===== config.mk =====
export PLATFORM = sky130hd
export DESIGN_NAME = serial_adder
export DESIGN_NICKNAME = d
export VERILOG_FILES = /design/src/rtl/serial_adder.sv
export SDC_FILE = /design/constraint.sdc
export NUM_CORES = 1
export LEC_CHECK = 0
export ABC_AREA = 0
export BUFFER_PORTS_ARGS = -buffer_cell sky130_fd_sc_hd__buf_4
export CAP_MARGIN = 0
export CORE_ASPECT_RATIO = 1.5
export CORE_UTILIZATION = 25
export CTS_CLUSTER_SIZE = 16
export DETAILED_ROUTE_END_ITERATION = 10
export PLACE_DENSITY = 0.41
export SKIP_CTS_REPAIR_TIMING = 1
export SLEW_MARGIN = 15
export SYNTH_ARGS = -nofsm -noshare
export SYNTH_HDL_FRONTEND = slang
export SYNTH_SLANG_ARGS = --single-unit

===== constraint.sdc =====
create_clock -name clk -period 3.3 [get_ports clk]
set_input_delay 0 -clock clk [delete_from_list [all_inputs] [get_ports clk]]
set_output_delay 0 -clock clk [all_outputs]
set_load 0.02 [all_outputs]

===== src/rtl/serial_adder.sv =====
// serial_adder: bit-serial WIDTH-bit adder, LSB first, start/done handshake (optional ovf via SERIAL_ADDER_OVF_EN)
module half_adder (
  input  logic a,
  input  logic b,
  output logic s,
  output logic c
);
  assign s = a ^ b;
  assign c = a & b;
endmodule

module serial_adder #(
  parameter int WIDTH = 8
) (
  input  logic             clk,
  input  logic             rst,
  input  logic             start,
  input  logic [WIDTH-1:0] a,
  input  logic [WIDTH-1:0] b,
  input  logic             cin,
`ifdef SERIAL_ADDER_OVF_EN
  output logic             ovf,
`endif
  output logic             busy,
  output logic             done,
  output logic [WIDTH-1:0] sum,
  output logic             cout
);
  localparam int CW = $clog2(WIDTH);
  typedef enum logic [1:0] {IDLE, SHIFT, DONE} state_t;
  state_t           state;
  logic [WIDTH-1:0] shift_a, shift_b, psum, psum_next;
  logic [CW-1:0]    cnt;
  logic             carry, s0, c0, s, c1, c;
  half_adder ha0 (.a(shift_a[0]), .b(shift_b[0]), .s(s0), .c(c0));
  half_adder ha1 (.a(s0), .b(carry), .s(s), .c(c1));
  assign c = c0 | c1;
  assign psum_next = {s, psum[WIDTH-1:1]};
  // FSM: capture operands on accepted start, shift one bit per cycle, register result at the last bit
  always_ff @(posedge clk or posedge rst) begin
    if (rst) begin
      state   <= IDLE;
      shift_a <= '0;
      shift_b <= '0;
      psum    <= '0;
      carry   <= 1'b0;
      cnt     <= '0;
      busy    <= 1'b0;
      done    <= 1'b0;
      sum     <= '0;
      cout    <= 1'b0;
`ifdef SERIAL_ADDER_OVF_EN
      ovf     <= 1'b0;
`endif
    end else begin
      case (state)
        SHIFT: begin
          shift_a <= shift_a >> 1;
          shift_b <= shift_b >> 1;
          psum    <= psum_next;
          carry   <= c;
          if (cnt == CW'(WIDTH - 1)) begin
            sum   <= psum_next;
            cout  <= c;
            done  <= 1'b1;
            busy  <= 1'b0;
            state <= DONE;
`ifdef SERIAL_ADDER_OVF_EN
            ovf   <= carry ^ c;
`endif
          end else begin
            cnt <= cnt + CW'(1);
          end
        end
        default: begin
          done <= 1'b0;
          if (start) begin
            shift_a <= a;
            shift_b <= b;
            carry   <= cin;
            cnt     <= '0;
            busy    <= 1'b1;
            state   <= SHIFT;
          end else begin
            state <= IDLE;
          end
        end
      endcase
    end
  end
endmodule


==> impl_metrics.csv, run 1 <==
group,metric,value,unit
worst_setup_path,crit_chain,"nand2b_1 -> mux2_2",
worst_setup_path,worstRegToRegCells,2,
clock_network,clock_path_buffers,2,
worst_setup_path,crit_family,"simple AND/OR/NAND/NOR gates",
power,powerDensity,910,mW/mm^2
sta,min_period,1.69,ns
sta,fin_worst_skew,0.00611,ns
floorplanning,chipHeight,105,um
layout,drive_above_1_share,56.2,%
worst_setup_path,worstPathRequired,3.47,ns
sta,final_max_slew_viol_count,0,
sta,worst_slew_margin_rel,36.8,%
route,final_antenna_net_count,0,
route,drt_iter0_markers,33,
grt,number_of_global_route_vias_before_repair,1054,
min_path,hold_path_class,"input port to flip-flop",
placed_design,dp_slack,1.54,ns
grt,grt_first_pass_wirelength,5160,um
route,routedWlPerCell,13.5,um
worst_setup_path,worstSetupEndpointType,"flip-flop",
floorplanning,die_area,0.00744,mm^2
placed_design,hpwlAfterDp,2170,um
logic_synthesis,synth.most_common_cell,"mux2_2",
logic_synthesis,synth-main-ff-cell,"dfrtp_1",
sta,fin_ws,1.61,ns
clock_network,clk-insertion-delay-late,0.29,ns
worst_setup_path,timing.critical_path.depth,2,
clock_network,worst_setup_hold_path_clk_slew,0.07,ns
logic_synthesis,yosys.area.top_type_share,55.0,%
floorplanning,ioPinCount,31,
placed_design,gp_routability_congestion,0.662,
worst_setup_path,cp_num_buf_inv,0,
worst_setup_path,slowest_stage,"nand2b_1",
layout,layout.nets,176,
floorplanning,rows,37,
route,drc,6,
layout,num-fill-cells,714,
power,cellLeakagePower,0.00103,uW
sta,whs,-0.0311,ns
logic_synthesis,postSynthAreaPerCell,15.2,um^2
logic_synthesis,synthTopCellsByArea,"dfrtp_1, mux2_2, mux2i_1",
clock_network,clock_tree_from_tritoncts,"built",
grt,globalRoute.busiestLayer,"met2",
logic_synthesis,edff_count_synth,0,
placed_design,place.port_buffers,30,
logic_synthesis,mappedNetlistNets,141,
logic_synthesis,post_syn_area,0.00177,mm^2
sta,rsz0062_at_grt,"false",
route,viasPerCell,4.39,
power,report.power.total,1980,uW
route,dr_total_vias,1013,
grt,gr-usage-met1,10.9,%
sta,timing_hold_violations_final,1,
grt,grt_max_degree,25,
logic_synthesis,postSynth.asyncResetShare,100,%
floorplanning,core_area,0.00685,mm^2
worst_setup_path,crit_arrival,1.86,ns
layout,diodes,0,
floorplanning,die_w,70.8,um
run_status,status,"finished with violations",
logic_synthesis,yosys_register_bits,39,
worst_setup_path,crit_path_start,"done$_DFFE_PP0P_",
logic_synthesis,yosysWarningCount,0,
grt,global_route.usage.total,9.26,%
min_path,worst_hold_startpoint,"b[7]",
grt,grt_remaining_overflow,0,
sta,finalSetupViolations,0,
logic_synthesis,gate_count_after_technology_mapping,117,
sta,fin_crit_sh,51.1,%
clock_network,clock-root-buffer,"clkbuf_8",
sta,achievable-frequency,0.593,GHz
worst_setup_path,startpoint_type,"flip-flop",
grt,grt_util_met3,2.31,%
worst_setup_path,path_class,"flip-flop to flip-flop",
logic_synthesis,yosysSeqAreaShare,55.0,%
grt,grt_antenna_before_repair,0,
placed_design,placed_instance_area,0.00205,mm^2
min_path,hold-path-cell-count,3,
floorplanning,floorplan.initialDensity,25.9,%
logic_synthesis,synth_commonest_cells,"mux2_2, dfrtp_1, mux2i_1",
run,drv_cap,0,
sta,worstMarginPinSlew,0.948,ns
worst_setup_path,regToRegStartpoint,"done$_DFFE_PP0P_",
logic_synthesis,synthDistinctLibCells,18,
power,vdd_ir_drop_max,0.000255,V
run_status,failing_checks,"design-rule violations, negative hold slack",
worst_setup_path,crit_path_max_fanout,18,
layout,areaGrowthSynthToFinish,22.9,%
route,drt_pass1_iterations,7,
route,postRouteWirelength,3110,um
logic_synthesis,library_cell_occupying_the_most_area_in_the_post_synthesis_netlist,"dfrtp_1",
sta,timing.setup.tns,0,ns
layout,final_cell_area,0.00218,mm^2
worst_setup_path,critical_path.max_stage_delay,0.74,ns
grt,groute.layer.met2.usage,15.2,%
clock_network,cts_htree_levels,2,
clock_network,cts_num_sinks,39,
clock_network,tritoncts.num_buffers,5,
## state kept, by name (all words and copies together) (netlist names)
| signal | count |
|---|---|
| sum | 8 |
| shift_a | 8 |
| psum | 7 |
| cout | 1 |
| carry | 1 |
| done | 1 |
| cnt | 3 |
| shift_b | 8 |
| state | 1 |
| busy | 1 |
## metal layers
metal  wire length, um  up-vias
met5                 0        -
met4                41        0
met3               150        4
met2              1600       26
met1              1310      501
li1                  -      482
## report_power, final
part           internal (uW)  leakage (uW)  total (uW)  switching (uW)
combinational            464      0.000493         807             343
clock                    190     0.0000505         353             163
sequential               695      0.000490         822             127
total                   1350       0.00103        1980             633
## path summary, 6_finish.rpt
| kind | to | slack, ns |
|---|---|---|
| min reg2reg | sum[4]$_DFFE_PP0P_ | 0.51 |
| min | shift_b[7]$_DFFE_PP0P_ | -0.03 |
| max in group asynchronous | psum[7]$_DFFE_PP0P_ | 2.06 |
| max | shift_a[0]$_DFFE_PP0P_ | 1.61 |
| max reg2reg | shift_a[0]$_DFFE_PP0P_ | 1.61 |
| min in group asynchronous | sum[4]$_DFFE_PP0P_ | 0.48 |
## placed cells by master, fill, tap and decap left out, types with 2 or more instances in the layout
cell	instances
buf_4	31
clkbuf_8	7
dfrtp_1	39
dlygate4sd3_1	2
ha_1	3
inv_1	2
mux2_2	46
mux2i_1	6
nand2b_1	4
nor2_1	3
## per-stage QoR
stage | utilization, % | instances
floorplan | - | 117
global placement | 30.0 | 221
detailed placement | 30.0 | 221
CTS | 31.5 | 229
global route | 31.8 | 231
finish | 31.8 | 231
## cell type report
cell class | instances | area [um^2] | area share, %
repair buffers | 33 | 253 | 11.6
multi-input cells | 71 | 741 | 34.0
inverters | 2 | 7.51 | 0.345
clock buffers | 7 | 96.3 | 4.42
well taps | 78 | 97.6 | 4.48
flip-flops and latches | 39 | 976 | 44.8
clock inverters | 1 | 7.51 | 0.345
## logic make-up (layout without fill, tap and decap cells)
| logic type | Yosys count | after routing | share of synthesized area, % |
|---|---|---|---|
| mux | 52 | 52 | 32.6 |
| flops | 39 | 39 | 55.0 |
| simple gates | 12 | 12 | 4.59 |
| buf+inv | 7 | 43 | 3.18 |
| fa+ha+maj | 4 | 4 | 3.25 |
| compound gates | 2 | 2 | 0.847 |
| xor+xnor | 1 | 1 | 0.494 |
## tightest hold or removal path, cell delays in order
cell and delay (ns):
buf_4 0.07, mux2i_1 0.06, nor2_1 0.08
Note: power is estimated with default switching activity, not from simulation.
==> inputs of run 2 (changes only) <==
--- a/config.mk
+++ b/config.mk
@@ -12,7 +12,7 @@
 export CORE_UTILIZATION = 25
 export CTS_CLUSTER_SIZE = 16
 export DETAILED_ROUTE_END_ITERATION = 10
-export PLACE_DENSITY = 0.41
+export PLACE_DENSITY = 0.42
 export SKIP_CTS_REPAIR_TIMING = 1
 export SLEW_MARGIN = 15
 export SYNTH_ARGS = -nofsm -noshare
==> constraint.sdc (replaced) <==
create_clock -name clk -period 1.4 [get_ports clk]
set_input_delay 0 -clock clk [delete_from_list [all_inputs] [get_ports clk]]
set_output_delay 0 -clock clk [all_outputs]
set_load 0.02 [all_outputs]
==> run 2 against run 1 <==
The run still ends with design-rule violations, negative hold slack left. Via count is 4.5% higher. Worst hold slack better by 0.020 ns. Count of clock-buffer cells in the layout unchanged. Sequential share of layout area is 1.7 points lower. First-iteration DRC count decreased by 52%. Critical path depth is 2 higher. Clock power is 100% higher. Design area rose by 4.0%. Register-to-register slack worse by 1.6 ns. Combinational power rose to 2.8 times the previous value. Power is 150% higher.
==> impl_metrics.csv, run 2 (synthesis gave the netlist of run 1 again) <==
group,metric,value,unit
run_status,status,"finished with violations",
run_status,failing_checks,"design-rule violations, negative hold slack",
sta,fin_crit_sh,97.7,%
floorplanning,ioPinCount,31,
worst_setup_path,cp_num_buf_inv,0,
floorplanning,floorplan.initialDensity,25.9,%
grt,grt_max_degree,40,
route,postRouteWirelength,3300,um
min_path,hold-path-cell-count,3,
route,dr_total_vias,1059,
grt,grt_antenna_before_repair,0,
placed_design,hpwlAfterDp,2240,um
clock_network,worst_setup_hold_path_clk_slew,0.07,ns
worst_setup_path,r2r_slack,0.03,ns
sta,worst_slew_margin_rel,65.4,%
layout,drive_above_1_share,58.4,%
route,drt_iter0_markers,16,
placed_design,placed_instance_area,0.00214,mm^2
floorplanning,rows,37,
route,drt_pass1_iterations,7,
layout,final_common_cell,"mux2_2",
sta,finalSetupViolations,0,
floorplanning,chipHeight,105,um
clock_network,clock_path_buffers,2,
placed_design,dp_cells,228,
clock_network,clk-insertion-delay-late,0.28,ns
min_path,hold-path-endpoint,"shift_b[7]$_DFFE_PP0P_",
sta,min_period,1.37,ns
sta,timing_hold_violations_final,1,
worst_setup_path,slowest_stage,"dfrtp_1",
grt,global_route.usage.total,9.66,%
worst_setup_path,path_class,"flip-flop to flip-flop",
power,powerDensity,2150,mW/mm^2
worst_setup_path,worstRegToRegCells,4,
placed_design,place.port_buffers,30,
grt,grt_first_pass_wirelength,5440,um
sta,fin_worst_skew,0.00837,ns
power,power.share.switching,32.3,%
power,report.power.total,4860,uW
sta,whs,-0.0112,ns
worst_setup_path,crit_family,"adder cells",
route,drc,4,
layout,layout_common_cells,"mux2_2, dfrtp_1, buf_4",
route,viasPerCell,4.43,
worst_setup_path,timing.critical_path.depth,4,
power,p_int,3300,uW
layout,areaGrowthSynthToFinish,27.7,%
worst_setup_path,regToRegStartpoint,"cnt[0]$_DFFE_PP0P_",
min_path,hold_path_class,"input port to flip-flop",
sta,achievable-frequency,0.731,GHz
layout,diodes,0,
floorplanning,die_area,0.00744,mm^2
worst_setup_path,critical_path.max_stage_delay,0.39,ns
power,p_sw,1570,uW
clock_network,cts_num_sinks,39,
clock_network,clock-root-buffer,"clkbuf_8",
grt,grt_remaining_overflow,0,
clock_network,clock_tree_from_tritoncts,"built",
power,vdd_ir_drop_max,0.000652,V
clock_network,cts_htree_levels,2,
worst_setup_path,worstSetupEndpointType,"flip-flop",
worst_setup_path,worstPathRequired,1.56,ns
layout,finalCoreUtilization,33.1,%
power,p_seq_share,39.3,%
layout,top_regs,"shift_a: 8 flops, shift_b: 8 flops, sum: 8 flops",
worst_setup_path,crit_arrival,1.53,ns
floorplanning,die_w,70.8,um
power,cellLeakagePower,0.00107,uW
clock_network,tritoncts.num_buffers,5,
layout,layout.nets,184,
worst_setup_path,crit_path_max_fanout,5,
layout,layoutNonFillerInstCount,239,
placed_design,gp_routability_congestion,0.687,
sta,final_max_slew_viol_count,0,
worst_setup_path,worstReg2RegEnd,"sum[7]$_DFFE_PP0P_",
sta,worstMarginPinSlew,0.519,ns
floorplanning,core_area,0.00685,mm^2
worst_setup_path,crit_chain,"ha_2 -> ha_4 -> nand3b_4 -> mux2_2",
power,power.share.combinational,46.0,%
route,routedWlPerCell,13.8,um
run,drv_cap,0,
worst_setup_path,startpoint_type,"flip-flop",
grt,number_of_global_route_vias_before_repair,1182,
power,clock_power_share,14.7,%
layout,final_cell_area,0.00226,mm^2
route,final_antenna_net_count,0,
sta,rsz0062_at_grt,"true",
min_path,worst_hold_startpoint,"b[7]",
## run 2: changes by cell type in the layout (fill, tap and decap cells not counted), moves of 2 or more
cell,change
clkbuf_1,+2
buf_4,+6
nand3b_4,+2
clkbuf_8,-2
ha_1,-2
## run 2: area by class of cell
type | count | area, um^2
clock buffers | 7 | 76.3
clock inverters | 1 | 5.00
well taps | 78 | 97.6
inverters | 2 | 7.51
flip-flops and latches | 39 | 976
multi-input cells | 72 | 785
repair buffers | 40 | 318
fillers | 711 | 4590
## run 2: metrics by stage
step	setup TNS (ns)	hold slack (ns)	setup WS [ns]
final	0	-0.0112	0.0324
after CTS	-0.465	-0.136	-0.0620
after global placement	0	0.157	0.00153
after floorplan	0	0.156	0.00235
after detailed placement	-0.265	0.183	-0.0393
after global routing	-0.0202	0.0152	-0.00890
## run 2: worst reg2reg max path: cells and delay by family, from the launching register on
kind | cells | cell delay, ns
AND/OR/NAND/NOR | 1 | 0.12
multiplexers | 1 | 0.34
adder cells (fa/ha/maj) | 2 | 0.40
flip-flops | 1 | 0.39
## run 2: how the worst max path moves through the flow
stage	start	endpoint	slack, ns
floorplan	cnt[0]$_DFFE_PP0P_	cnt[2]$_DFFE_PP0P_	0.002
global placement	cnt[0]$_DFFE_PP0P_	sum[5]$_DFFE_PP0P_	0.002
detailed placement	cnt[0]$_DFFE_PP0P_	sum[0]$_DFFE_PP0P_	-0.04
CTS	cnt[0]$_DFFE_PP0P_	sum[7]$_DFFE_PP0P_	-0.06
global route	cnt[0]$_DFFE_PP0P_	sum[5]$_DFFE_PP0P_	-0.009
finish	cnt[0]$_DFFE_PP0P_	sum[7]$_DFFE_PP0P_	0.03
## run 2: power by group through the flow
stage	logic (uW)	registers [uW]	clock network, uW
finish	2240	1910	715
CTS	2240	1930	769
floorplan	1420	2070	0
global placement	2170	1930	0
detailed placement	2230	1960	0
global route	2460	1990	815
## run 2: per-layer routing
layer	GRT usage [%]	up-vias	wire length (um)
li1	-	501	-
met1	10.4	529	1380
met2	17.0	23	1720
met3	2.22	6	127
met4	5.57	0	66
met5	0	-	0
==> inputs of run 3 (changes only) <==
--- a/config.mk
+++ b/config.mk
@@ -8,7 +8,8 @@
 export ABC_AREA = 0
 export BUFFER_PORTS_ARGS = -buffer_cell sky130_fd_sc_hd__buf_4
 export CAP_MARGIN = 0
-export CORE_ASPECT_RATIO = 1.5
+export CORE_ASPECT_RATIO = 0.75
+export CORE_MARGIN = 2
 export CORE_UTILIZATION = 25
 export CTS_CLUSTER_SIZE = 16
 export DETAILED_ROUTE_END_ITERATION = 10
==> run 3 against run 2 <==
The run now ends clean. Sequential power is 3% higher. Cell count is 2.9% higher. Maximum frequency fell by 0.66%. Clock skew decreased by 0.00055 ns. Count of clock-buffer cells in the layout decreased by 1. Sequential share of layout area fell by 1.4 points. Worst hold slack improved by 0.089 ns. Clock power up 51%. Sequential cell count unchanged. First-iteration DRC count down 19%. Largest cell class unchanged.
==> impl_metrics.csv, run 3 (synthesis gave the netlist of run 1 again) <==
group,metric,value,unit
worst_setup_path,timing.critical_path.depth,4,
sta,fin_worst_skew,0.00782,ns
sta,rsz0062_at_grt,"true",
clock_network,clock_path_buffers,2,
worst_setup_path,startpoint_type,"flip-flop",
worst_setup_path,crit_arrival,1.54,ns
grt,grt_antenna_before_repair,0,
route,viasPerCell,4.28,
layout,top_regs,"shift_a: 8 flops, shift_b: 8 flops, sum: 8 flops",
worst_setup_path,worstPathRequired,1.56,ns
sta,whs,0.0776,ns
clock_network,clk-insertion-delay-late,0.28,ns
worst_setup_path,worstSetupEndpointType,"flip-flop",
placed_design,dp_slack,-0.0523,ns
route,postRouteWirelength,3340,um
placed_design,hpwlAfterDp,2310,um
worst_setup_path,worstReg2RegEnd,"sum[6]$_DFFE_PP0P_",
floorplanning,core_area,0.00683,mm^2
grt,grt_max_degree,40,
floorplanning,floorplan.initialDensity,26.0,%
worst_setup_path,worstRegToRegCells,4,
floorplanning,die_w,101,um
sta,timing.setup.tns,0,ns
layout,layout_common_cells,"mux2_2, dfrtp_1, buf_4",
worst_setup_path,regToRegStartpoint,"cnt[1]$_DFFE_PP0P_",
worst_setup_path,cp_num_buf_inv,0,
worst_setup_path,cp-endpoint,"sum[6]$_DFFE_PP0P_",
worst_setup_path,crit_family,"adder cells",
power,clock_power_share,20.4,%
sta,achievable-frequency,0.726,GHz
power,vdd_ir_drop_max,0.000687,V
floorplanning,rows,26,
power,power.share.switching,30.3,%
layout,diodes,0,
clock_network,clock-root-buffer,"clkbuf_8",
clock_network,tritoncts.num_buffers,5,
floorplanning,die_area,0.00779,mm^2
min_path,hold_path_class,"input port to flip-flop",
sta,finalSetupViolations,0,
floorplanning,ioPinCount,31,
clock_network,clock_tree_from_tritoncts,"built",
layout,areaGrowthSynthToFinish,32.2,%
grt,number_of_global_route_vias_before_repair,1143,
worst_setup_path,crit_chain,"ha_2 -> ha_4 -> nand3b_4 -> mux2_2",
power,cellLeakagePower,0.00111,uW
power,power.share.combinational,42.4,%
worst_setup_path,path_class,"flip-flop to flip-flop",
worst_setup_path,r2r_slack,0.02,ns
worst_setup_path,critical_path.max_stage_delay,0.38,ns
run_status,status,"finished clean",
grt,grt_first_pass_wirelength,5420,um
layout,layout.nets,185,
power,powerDensity,2260,mW/mm^2
clock_network,cts_num_sinks,39,
sta,fin_ws,0.0232,ns
sta,fin_crit_sh,98.3,%
route,routedWlPerCell,13.6,um
power,p_sw,1600,uW
layout,drive_above_1_share,59.9,%
placed_design,place.port_buffers,30,
layout,finalCoreUtilization,34.3,%
worst_setup_path,crit_path_start,"cnt[1]$_DFFE_PP0P_",
placed_design,gp_routability_congestion,0.692,
route,dr_total_vias,1053,
worst_setup_path,crit_path_max_fanout,5,
power,p_int,3680,uW
sta,min_period,1.38,ns
route,final_antenna_net_count,0,
layout,final_common_cell,"mux2_2",
worst_setup_path,slowest_stage,"dfrtp_1",
route,drc,0,
grt,global_route.usage.total,9.01,%
sta,timing_hold_violations_final,0,
clock_network,cts_htree_levels,2,
floorplanning,chipHeight,76.9,um
sta,worstMarginPinSlew,0.505,ns
run,drv_cap,0,
route,drt_pass1_iterations,3,
grt,grt_remaining_overflow,0,
route,drt_iter0_markers,13,
sta,final_max_slew_viol_count,0,
clock_network,worst_setup_hold_path_clk_slew,0.07,ns
sta,worst_slew_margin_rel,66.3,%
power,p_seq_share,37.2,%
-- run 3: cell type report --
type                            instances  area [um^2]
Clock buffer                            6         72.6
Clock inverter                          2         60.1
Fill cell                             693         4490
Inverter                                2         7.51
Multi-Input combinational cell         72          793
Sequential cell                        39          977
Tap cell                               84          105
Timing Repair Buffer                   41          328
-- run 3: metrics by stage --
stage,instances,instance area [um^2],total power [uW]
after floorplan,117,1790,3490
after global placement,234,2150,4100
after detailed placement,234,2150,4190
after CTS,242,2280,5300
after global routing,246,2340,5680
final,246,2340,5290
-- run 3: worst reg2reg max path, stage by stage, from the launching register on --
cell,delay [ns]
dfrtp_1,0.38
ha_2,0.21
ha_4,0.20
nand3b_4,0.13
mux2_2,0.35
-- run 3: per-layer routing --
metal  track usage, %  routed length [um]
met2             14.6                1610
met3             3.10                 176
met5                0                   0
met4             3.24                  19
met1             11.1                1540
-- run 3: how the worst min path moves through the flow --
stage,startpoint,to,slack [ns],depth (start not counted)
floorplan,a[7],shift_a[7]$_DFFE_PP0P_,0.16,2
global placement,rst,sum[5]$_DFFE_PP0P_,0.16,3
detailed placement,rst,sum[4]$_DFFE_PP0P_,0.17,3
CTS,rst,sum[4]$_DFFE_PP0P_,-0.14,3
global route,a[2],shift_a[2]$_DFFE_PP0P_,0.07,3
finish,a[0],shift_a[0]$_DFFE_PP0P_,0.08,3
-- run 3: power by group through the flow --
stage               Sequential, uW  Clock (uW)  Combinational [uW]
global placement              1950           0                2150
detailed placement            1980           0                2210
finish                        1970        1080                2240
floorplan                     2070           0                1420
global route                  2050        1170                2460
CTS                           1950        1130                2220
